`config.mk`:
```
export PLATFORM = sky130hd
export DESIGN_NAME = or_gate_exerciser
export DESIGN_NICKNAME = d
export VERILOG_FILES = /design/src/rtl/or_gate_exerciser.sv
export SDC_FILE = /design/constraint.sdc
export NUM_CORES = 1
export LEC_CHECK = 0
export ABC_AREA = 1
export CAP_MARGIN = 40
export CORE_UTILIZATION = 55
export DETAILED_ROUTE_END_ITERATION = 16
export PLACE_DENSITY = 0.83
export SLEW_MARGIN = 20
export SYNTH_ARGS = -nofsm -noshare
export SYNTH_HDL_FRONTEND = slang
export SYNTH_SLANG_ARGS = --single-unit
```
`constraint.sdc`:
```
create_clock -name clk -period 2.6 [get_ports clk]
set_input_delay 0.52 -clock clk [delete_from_list [all_inputs] [get_ports clk]]
set_output_delay 0.52 -clock clk [all_outputs]
set_load 0.01 [all_outputs]
```
`src/rtl/or_gate_exerciser.sv`:
```
// Self-test driver for a 2-input OR gate: sweeps 00/01/10/11, samples the gate output
// after HOLD_CYCLES of settling and counts mismatches. Optional macro: OR_EXERCISER_LOOP_EN.
module or_gate_exerciser #(
  parameter int HOLD_CYCLES = 4,
  parameter int ERR_W       = 8
) (
  input  logic             clk,
  input  logic             rst,
  input  logic             start,
  output logic             a_out,
  output logic             b_out,
  input  logic             c_in,
  output logic             busy,
  output logic             done,
  output logic             pass,
  output logic [ERR_W-1:0] err_count,
  output logic [1:0]       vec_idx,
  output logic [1:0]       state_dbg
);

  localparam int HOLD_W = (HOLD_CYCLES > 1) ? $clog2(HOLD_CYCLES) : 1;
  localparam logic [HOLD_W-1:0] HOLD_LOAD = HOLD_W'(HOLD_CYCLES - 1);

  typedef enum logic [1:0] {
    IDLE   = 2'd0,
    DRIVE  = 2'd1,
    SAMPLE = 2'd2,
    DONE   = 2'd3
  } state_t;

  state_t            state;
  logic [HOLD_W-1:0] hold_cnt;
  logic              mismatch;
  logic [ERR_W-1:0]  err_next;
  logic [1:0]        vec_next;

  assign state_dbg = state;
  assign vec_next  = vec_idx + 2'd1;
  assign mismatch  = c_in != (vec_idx[1] | vec_idx[0]);

  // Saturating increment: the counter sticks at all-ones instead of wrapping.
  always_comb begin
    err_next = err_count;
    if (mismatch && !(&err_count))
      err_next = err_count + ERR_W'(1);
  end

  always_ff @(posedge clk or posedge rst) begin
    if (rst) begin
      state     <= IDLE;
      hold_cnt  <= '0;
      vec_idx   <= 2'd0;
      err_count <= '0;
      a_out     <= 1'b0;
      b_out     <= 1'b0;
      busy      <= 1'b0;
      done      <= 1'b0;
      pass      <= 1'b0;
    end else begin
      case (state)
        IDLE, DONE: begin
          if (start) begin
            state     <= DRIVE;
            vec_idx   <= 2'd0;
            err_count <= '0;
            hold_cnt  <= HOLD_LOAD;
            a_out     <= 1'b0;
            b_out     <= 1'b0;
            busy      <= 1'b1;
            done      <= 1'b0;
            pass      <= 1'b0;
          end
        end

        DRIVE: begin
          // Clears the one-cycle done/pass pulse left by a looped sweep.
          done <= 1'b0;
          pass <= 1'b0;
          if (hold_cnt == '0)
            state <= SAMPLE;
          else
            hold_cnt <= hold_cnt - HOLD_W'(1);
        end

        SAMPLE: begin
          err_count <= err_next;
          if (vec_idx == 2'd3) begin
            // Looping reports the finished sweep with a one-cycle done/pass,
            // registered on the same edge that would otherwise enter DONE.
`ifdef OR_EXERCISER_LOOP_EN
            if (start) begin
              state    <= DRIVE;
              vec_idx  <= 2'd0;
              hold_cnt <= HOLD_LOAD;
              a_out    <= 1'b0;
              b_out    <= 1'b0;
              done     <= 1'b1;
              pass     <= (err_next == '0);
            end else
`endif
            begin
              state <= DONE;
              busy  <= 1'b0;
              done  <= 1'b1;
              pass  <= (err_next == '0);
              a_out <= 1'b0;
              b_out <= 1'b0;
            end
          end else begin
            state    <= DRIVE;
            vec_idx  <= vec_next;
            hold_cnt <= HOLD_LOAD;
            a_out    <= vec_next[1];
            b_out    <= vec_next[0];
          end
        end

        default: state <= IDLE;
      endcase
    end
  end

endmodule

```
==> metrics, run 1 <==
status=complete, no violations; CP Data Arrival Time=1.36 ns; period utilisation layout=72.5%; cells on worst reg2reg path=7; Total GRT Usage=21.9%; dpl hpwl=1910 µm; WHS Path Cells=2; PwrDens=798 nW/µm²; drt via density=5.15; grt ovf=0; antenna violations before repair=0; PortBufs=20; Synthesized Nets=168; Leak=0.731 nW; initial core utilization=59.6%; most common cell after layout, fill and taps aside=nand2_1; Clock Tree Root=clkbuf_4; Seq cells post-synth=19; Max clock buf depth=2; met3 usage=1.89%; most frequent cells in the layout=45 x nand2_1, 26 x inv_1, 20 x clkdlybuf4s50_1; Final nets=193; Top Family by Delay on Critical Path=buffers and inverters; H-tree levels=1; GRT met2 Usage=40.6%; clk_lat worst skew=0.29 ns; VDD IR-drop max=0.720 mV; highest clock rate=531 MHz; CTS buffer count=3; maximum fanout along the worst path=6; clock sink total=19; Core ar.=2000 µm²; final setup skew=0.00449 ns; # IOs=21; DR WL/cell=11.8 µm; Mapped Avg Cell Area=7.59 µm²; post-synth cell types=23; first-pass GRT wire length=4110 µm; Slew Viols, Final=0; hold buffer count at cts=0; gate count after technology mapping=157; Rel. slew slack=52.9%; # rows=16; largest net degree at the start of global routing=20; grt met1 use=27.2%; routability cong.=0.957; Post-Syn Area=1190 µm²; Die Width=48.6 µm; Routed Wire Length=2460 µm; via count of the first global-routing pass=997; class of the most critical hold timing path=register to register; post-CTS setup repair buffer count=0; WHS=0.484 ns; via count=1071; Final min period=1.88 ns; Hold Vio Cnt, Final=0; TNS Setup=0 ns; Routed Antenna Nets=0; number of inserted diodes=0; sequential cell area fraction in the yosys report=39.9%; max incr delay on CP=0.58 ns; YS warnings=0; Die Y=48.6 µm; RSZ-0062 raised after global routing=no; Worst-Margin Slew=0.706 ns; CP Launch Type=register; CP Class=register to primary output; cell depth of the worst setup path=1; worst path bufs/invs=1; DRT Pass-1 Iters=5; max-cap violations=0; 1st-iter DRT viols=22; CTS tree=yes; share of cells above drive strength 1=12.2%; number of fill cells=165; area of the die=2360 µm²; Final setup viols=0; area delta synth->final=21.8%; Worst setup EP type=primary output; GR peak layer=met2; critical path, cell by cell=clkdlybuf4s50_1; Worst path slowest cell=clkdlybuf4s50_1; Critical Path RT=2.08 ns; # resized after CTS=0; DRC viols=0; clk slew on worst S/H paths=0.11 ns
==> flip-flops by register name, summed over array words and instances, names as in the netlist <==
name and count:
vec_idx 2, busy 1, a_out 1, done 1, b_out 1, pass 1, hold_cnt 2, state_dbg 2
err_count 8
==> final cells by class <==
type	instances	area (µm²)	area share, %
clock buffer	4	26.3	1.81
multi-input combinational	110	612	42.1
inverter	28	105	7.24
sequential	19	475	32.7
timing repair buffer	20	200	13.8
tap	27	33.8	2.33
==> per-layer routing <==
layer  vias up  wire (µm)  part of all wire, %
met1       508       1130                   46
met2        20       1240                   51
met4         0         18                 0.73
li1        541          -                    -
met5         -          0                    0
met3         2         66                  2.7
==> power breakdown <==
group	internal, W	switching (W)	leakage, nW
Combinational	0.000239	0.000361	0.467
Sequential	0.000357	0.0000526	0.249
Clock	0.0000596	0.0000904	0.0150
==> kinds of logic (layout without fill, tap and decap cells) <==
kind of cell / count (synthesis) / count (layout) / synth area share, %
XOR/XNOR: 1 / 1 / 0.735
adder cells (fa/ha/maj): 7 / 7 / 7.34
AO/OA/AOI/OAI: 21 / 21 / 10.3
buffers and inverters: 28 / 52 / 8.81
AND/OR/NAND/NOR: 81 / 81 / 32.9
flip-flops: 19 / 19 / 39.9
==> cells in the mapped netlist <==
cell type / count / area [µm²]
nor2_2: 4 / 25.0
or2_2: 2 / 12.5
nand2_2: 2 / 12.5
ha_1: 7 / 87.6
nor2_1: 8 / 30.0
dfrtp_1: 19 / 475
o21ai_2: 1 / 8.76
inv_1: 26 / 97.6
a31oi_1: 1 / 6.26
o22ai_1: 4 / 25.0
inv_2: 2 / 7.51
nor2_4: 2 / 22.5
nand3_1: 11 / 55.1
a21oi_1: 1 / 5.00
nand3_2: 3 / 30.0
nand4_1: 1 / 6.26
nand2_4: 2 / 22.5
nand2_1: 45 / 169
a22o_2: 1 / 10.0
o21ai_0: 12 / 60.1
nand3b_1: 1 / 7.51
a211oi_1: 1 / 7.51
xnor2_1: 1 / 8.76
==> through the flow <==
stage | instances | setup slack, ns | area (µm²) | power, W | utilization, %
after global placement | 204 | 0.670 | 1430 | 0.000993 | 71.3
after detailed placement | 204 | 0.601 | 1430 | 0.00101 | 71.3
after global routing | 208 | 0.649 | 1450 | 0.00124 | 72.6
after floorplan | 157 | 1.08 | 1190 | 0.000811 | -
after CTS | 208 | 0.700 | 1450 | 0.00116 | 72.6
final | 208 | 0.715 | 1450 | 0.00116 | 72.6
==> path summary, 6_finish.rpt <==
check,to,from,slack (ns)
max in group asynchronous,done,rst,1.52
min in group asynchronous,err_count[2],rst,0.63
worst max register to register,err_count[6],state_dbg[0],0.79
worst max-delay path,err_count[4],err_count[4],0.72
worst min register to register,a_out,a_out,0.48
worst min-delay path,a_out,a_out,0.48
No activity file was read; power rests on OpenSTA's default activity.
==> run 2: changes to the inputs <==
Settings changed: CORE_ASPECT_RATIO set to 1.75, CORE_UTILIZATION 55 to 46, PLACE_DENSITY 0.83 to 0.74.
Clock period 2.6 ns to 1.5 ns, I/O delays scaled along.
==> run 2 against run 1 <==
Against the previous run:
- flip-flop and latch count unchanged
- first-iteration DRC count is 50% higher
- via count up 18%
- final area up 25%
- critical path depth up 11
- clock-buffer cell count stayed put
- total power up 140%
- global-route usage is 4.7 points higher
- largest cell class unchanged
- non-clock buffer count increased by 30
- highest routed layer unchanged
- worst hold slack got worse by 0.13 ns
- clock skew fell by 0.0032 ns
- wire length increased by 39%
==> metrics, run 2 (same netlist as run 1, synthesis figures left out) <==
overall power=0.00280 W (was 0.00116 W); antenna violations before repair=0 (unchanged); max incr delay on CP=0.37 ns (was 0.58 ns); PortBufs=20 (unchanged); clk_lat worst skew=0.26 ns (was 0.29 ns); Final setup viols=0 (unchanged); CP Class=register to register (was register to primary output); Reg with most FFs=err_count (unchanged); 1st-iter DRT viols=33 (was 22); DRC viols=0 (unchanged); Routed Antenna Nets=0 (unchanged); TNS Setup=0 ns (unchanged); most frequent cells in the layout=34 x nand2_1, 28 x buf_4, 17 x inv_1, 17 x dfrtp_1 (was 45 x nand2_1, 26 x inv_1, 20 x clkdlybuf4s50_1); Critical Path RT=1.70 ns (was 2.08 ns); VDD IR-drop max=1.16 mV (was 0.720 mV); routability cong.=0.842 (was 0.957); CTS tree=yes (unchanged); Die Width=40.5 µm (was 48.6 µm); CP Launch Type=register (unchanged); final setup skew=0.00133 ns (was 0.00449 ns); Worst path slowest cell=dfrtp_1 (was clkdlybuf4s50_1); critical path, cell by cell=ha_2 -> inv_2 -> nor2_4 -> nand2_4 -> nand2_4 -> buf_4 -> nand2_1 -> nand2_2 -> nand3_2 -> nor2_2 -> nand3_1 -> nand2_1 (was clkdlybuf4s50_1); multi-input logic area=729 µm² (was 612 µm²); # IOs=21 (unchanged); initial core utilization=48.4% (was 59.6%); Setup WS post-layout=0.00147 ns (was 0.715 ns); # rows=24 (was 16); cell depth of the worst setup path=12 (was 1); CP Data Arrival Time=1.70 ns (was 1.36 ns); Max clock buf depth=2 (unchanged); clk slew on worst S/H paths=0.07 ns (was 0.11 ns); class of the most critical hold timing path=input pin to async pin (was register to register); Rel. slew slack=82.9% (was 52.9%); end of the worst register-to-register path=pass (was err_count[6]); clock sink total=19 (unchanged); via count of the first global-routing pass=1231 (was 997); DRT Pass-1 Iters=4 (was 5); Die Y=69.4 µm (was 48.6 µm); number of fill cells=208 (was 165); area of the die=2810 µm² (was 2360 µm²); highest clock rate=667 MHz; status=complete, no violations (unchanged); final core occ=73.7% (was 72.6%); dpl hpwl=2270 µm (was 1910 µm); R2R setup slack=0.001 ns (was 0.79 ns); period utilisation layout=99.9%; design area=1820 µm² (was 1450 µm²); Final min period=1.50 ns; Routed Wire Length=3430 µm (was 2460 µm); Final nets=223 (was 193); Top Family by Delay on Critical Path=simple AND/OR/NAND/NOR gates (was buffers and inverters); share of cells above drive strength 1=39.3% (was 12.2%); register area=478 µm² (was 475 µm²); Worst-Margin Slew=0.256 ns (was 0.706 ns); CTS buffer count=3 (unchanged); Leak=0.938 nW (was 0.731 nW); via count=1266 (was 1071); hold buffer count at cts=0 (unchanged); placed cell areas=1590 µm² (was 1430 µm²); DR WL/cell=14.5 µm (was 11.8 µm); max reg flops=8 (unchanged); RSZ-0062 raised after global routing=yes (was no); drt via density=5.34 (was 5.15); Hold Vio Cnt, Final=0 (unchanged); maximum fanout along the worst path=5 (was 6); Slew Viols, Final=0 (unchanged); most common cell after layout, fill and taps aside=nand2_1 (unchanged); worst path bufs/invs=2 (was 1); reg-to-reg startpoint=err_count[1] (was state_dbg[0]); worst slack, placed=-0.223 ns (was 0.601 ns); grt ovf=0 (unchanged); Total GRT Usage=26.6% (was 21.9%); PwrDens=1540 nW/µm² (was 798 nW/µm²); max-cap violations=0 (unchanged); Worst setup EP type=register (was primary output); area delta synth->final=52.3% (was 21.8%); first-pass GRT wire length=5220 µm (was 4110 µm); H-tree levels=1 (unchanged); number of inserted diodes=0 (unchanged); Clock Tree Root=clkbuf_8 (was clkbuf_4); cells on worst reg2reg path=12 (was 7); largest net degree at the start of global routing=20 (unchanged); Core ar.=2460 µm² (was 2000 µm²)
[run 2: metrics by stage]
step / hold slack [ns] / cells
floorplan: 0.251 / 157
global placement: 0.455 / 223
detailed placement: 0.465 / 223
CTS: 0.363 / 232
global route: 0.386 / 237
finish: 0.352 / 237
[run 2: metal layers]
layer  part of all wire (%)  track usage [%]  vias to the layer above
met1                     35             27.0                      612
met3                    2.4             4.81                       14
met4                    4.5             17.8                        0
li1                       -                -                      603
met5                      0                0                        -
met2                     58             44.4                       37
[run 2: repair_timing]
action	in CTS	in global routing
setup buffers	5	5
resized for setup	20	31
pin swaps	0	16
endpoints found under the setup margin	20	17
[run 2: cell type report]
cell class                 instances  area share, %
inverter                          28           5.79
sequential                        19           26.3
multi-input combinational        110           40.2
tap                               26           1.79
clock buffer                       4           2.48
timing repair buffer              50           23.4
[run 2: worst reg2reg max path, stage by stage, from the launching register on]
cell and delay, ns:
dfrtp_1 0.37, ha_2 0.21, inv_2 0.06, nor2_4 0.09, nand2_4 0.09, nand2_4 0.11
buf_4 0.11, nand2_1 0.05, nand2_2 0.07, nand3_2 0.06, nor2_2 0.09, nand3_1 0.07
nand2_1 0.06
[run 2: power by group]
part / switching (W) / total, W / internal [W] / leakage (nW)
clock network: 0.000174 / 0.000364 / 0.000189 / 0.0228
logic: 0.000944 / 0.00175 / 0.000802 / 0.670
registers: 0.0000646 / 0.000685 / 0.000621 / 0.245
total: 0.00118 / 0.00280 / 0.00161 / 0.938
[run 2: worst max path at each step]
stage / endpoint / start / slack [ns]
CTS: pass / vec_idx[0] / 0.004
global route: pass / vec_idx[1] / -0.12
global placement: pass / c_in / -0.23
floorplan: vec_idx[0] / state_dbg[0] / 0.01
finish: pass / err_count[1] / 0.001
detailed placement: pass / c_in / -0.22
==> run 3: changes to the inputs <==
Settings changed: CAP_MARGIN 40 to 20, CORE_ASPECT_RATIO 1.75 to unset, CORE_UTILIZATION 46 to 55, PLACE_DENSITY 0.74 to 0.83.
Clock period 1.5 ns to 1.9 ns, I/O delays scaled along.
==> run 3 against run 2 <==
Against the previous run:
- sequential power is 19% lower
- critical endpoint is now err_count[4]
- clock-buffer cell count fell by 1
- via count shrank 14%
- cell count decreased by 11%
==> metrics, run 3 (same netlist as run 1, synthesis figures left out) <==
status=complete, no violations (unchanged); Max clock buf depth=2 (unchanged); clock sink total=19 (unchanged); CP Launch Type=register (unchanged); most frequent cells in the layout=45 x nand2_1, 25 x inv_1, 20 x clkdlybuf4s50_1 (was 34 x nand2_1, 28 x buf_4, 17 x inv_1, 17 x dfrtp_1); antenna violations before repair=0 (unchanged); dpl hpwl=1980 µm (was 2270 µm); Core ar.=2000 µm² (was 2460 µm²); Total GRT Usage=24.3% (was 26.6%); post-CTS setup repair buffer count=0 (was 5); DR WL/cell=11.5 µm (was 14.5 µm); TNS Setup=0 ns (unchanged); Reg with most FFs=err_count (unchanged); Routed Antenna Nets=0 (unchanged); DRT Pass-1 Iters=4 (unchanged); 1st-iter DRT viols=23 (was 33); Critical Path RT=1.52 ns (was 1.70 ns); most common cell after layout, fill and taps aside=nand2_1 (unchanged); number of inserted diodes=0 (unchanged); Final min period=1.74 ns; largest net degree at the start of global routing=20 (unchanged); Setup WS post-layout=0.158 ns (was 0.00147 ns); Final setup viols=0 (unchanged); CTS tree=yes (unchanged); grt ovf=0 (unchanged); max incr delay on CP=0.58 ns (was 0.37 ns); via count=1085 (was 1266); max reg flops=8 (unchanged); # rows=16 (was 24); worst path bufs/invs=1 (was 2); PortBufs=20 (unchanged); Top Family by Delay on Critical Path=buffers and inverters (was simple AND/OR/NAND/NOR gates); Routed Wire Length=2430 µm (was 3430 µm); Final nets=196 (was 223); RSZ-0062 raised after global routing=no (was yes); VDD IR-drop max=0.871 mV (was 1.16 mV); CTS buffer count=3 (unchanged); final setup skew=0.00713 ns (was 0.00133 ns); PwrDens=1080 nW/µm² (was 1540 nW/µm²); Worst-Margin Slew=0.384 ns (was 0.256 ns); placed cell areas=1450 µm² (was 1590 µm²); Clock Tree Root=clkbuf_4 (was clkbuf_8); area delta synth->final=23.8% (was 52.3%); Worst path slowest cell=clkdlybuf4s50_1 (was dfrtp_1); CP Class=register to primary output (was register to register); max-cap violations=0 (unchanged); design area=1480 µm² (was 1820 µm²); first-pass GRT wire length=4480 µm (was 5220 µm); CP Data Arrival Time=1.36 ns (was 1.70 ns); period utilisation layout=91.7%; via count of the first global-routing pass=1081 (was 1231); maximum fanout along the worst path=6 (was 5); share of cells above drive strength 1=14.7% (was 39.3%); hold buffer count at cts=0 (unchanged); Rel. slew slack=74.3% (was 82.9%); number of fill cells=161 (was 208); initial core utilization=59.6% (was 48.4%); Hold Vio Cnt, Final=0 (unchanged); drt via density=5.14 (was 5.34); highest clock rate=574 MHz; routability cong.=0.926 (was 0.842); worst slack, placed=0.0731 ns (was -0.223 ns); Die Width=48.6 µm (was 40.5 µm); class of the most critical hold timing path=input pin to async pin (unchanged); Worst setup EP type=primary output (was register); Slew Viols, Final=0 (unchanged); H-tree levels=1 (unchanged); final core occ=73.8% (was 73.7%); Die Y=48.6 µm (was 69.4 µm); clk_lat worst skew=0.29 ns (was 0.26 ns); Leak=0.748 nW (was 0.938 nW); area of the die=2360 µm² (was 2810 µm²); clk slew on worst S/H paths=0.11 ns (was 0.07 ns); # IOs=21 (unchanged); DRC viols=0 (unchanged); critical path, cell by cell=clkdlybuf4s50_1 (was ha_2 -> inv_2 -> nor2_4 -> nand2_4 -> nand2_4 -> buf_4 -> nand2_1 -> nand2_2 -> nand3_2 -> nor2_2 -> nand3_1 -> nand2_1)
run 3: changes by cell type in the layout (fill, tap and decap cells not counted), sizes merged:
| cell | delta |
|---|---|
| buf | -27 |
| clkdlybuf4s50 | +9 |
| dlygate4sd2 | -8 |
| clkbuf | -1 |
| clkinv | +1 |
| dlymetal6s2s | -1 |
run 3: final cells by class:
| class | count | area (µm²) | share of cell area (%) |
|---|---|---|---|
| clock inverters | 1 | 5.00 | 0.339 |
| multi-input cells | 110 | 612 | 41.4 |
| clock buffers | 3 | 22.5 | 1.53 |
| inverters | 28 | 105 | 7.12 |
| well taps | 27 | 33.8 | 2.29 |
| flip-flops and latches | 19 | 475 | 32.2 |
| repair buffers | 23 | 223 | 15.1 |
run 3: final timing paths:
| path | from | end | slack (ns) | cells past startpoint |
|---|---|---|---|---|
| setup / recovery | err_count[4] | err_count[4] | 0.16 | 1 |
| hold / removal | rst | err_count[0] | 0.39 | 3 |
| setup reg to reg | state_dbg[0] | vec_idx[0] | 0.20 | 9 |
| hold reg to reg | a_out | a_out | 0.49 | 2 |
| max in group asynchronous | rst | done | 1.31 | 3 |
| min in group clk | a_out | a_out | 0.49 | 2 |
run 3: stage by stage:
stage                     total power [W]  std cells  hold WS [ns]
after floorplan                   0.00111        157         0.331
after global placement            0.00137        207         0.456
after detailed placement          0.00139        207         0.464
after CTS                         0.00160        211         0.391
after global routing              0.00175        211         0.456
final                             0.00160        211         0.385
run 3: what timing repair did:
action,4_1_cts,5_1_grt
setup endpoints to repair,0,2
resized for setup,0,1
hold endpoints to repair,0,0
run 3: metal layers:
| metal | wire length (µm) | track usage (%) | vias to the layer above |
|---|---|---|---|
| li1 | - | - | 551 |
| met1 | 1070 | 29.8 | 499 |
| met2 | 1250 | 41.8 | 31 |
| met3 | 68 | 3.46 | 4 |
| met4 | 36 | 12.3 | 0 |
| met5 | 0 | 0 | - |
run 3: where the power goes:
part / switching [W] / internal (W)
Sequential: 0.0000683 / 0.000489
Combinational: 0.000495 / 0.000341
Clock: 0.000124 / 0.0000782
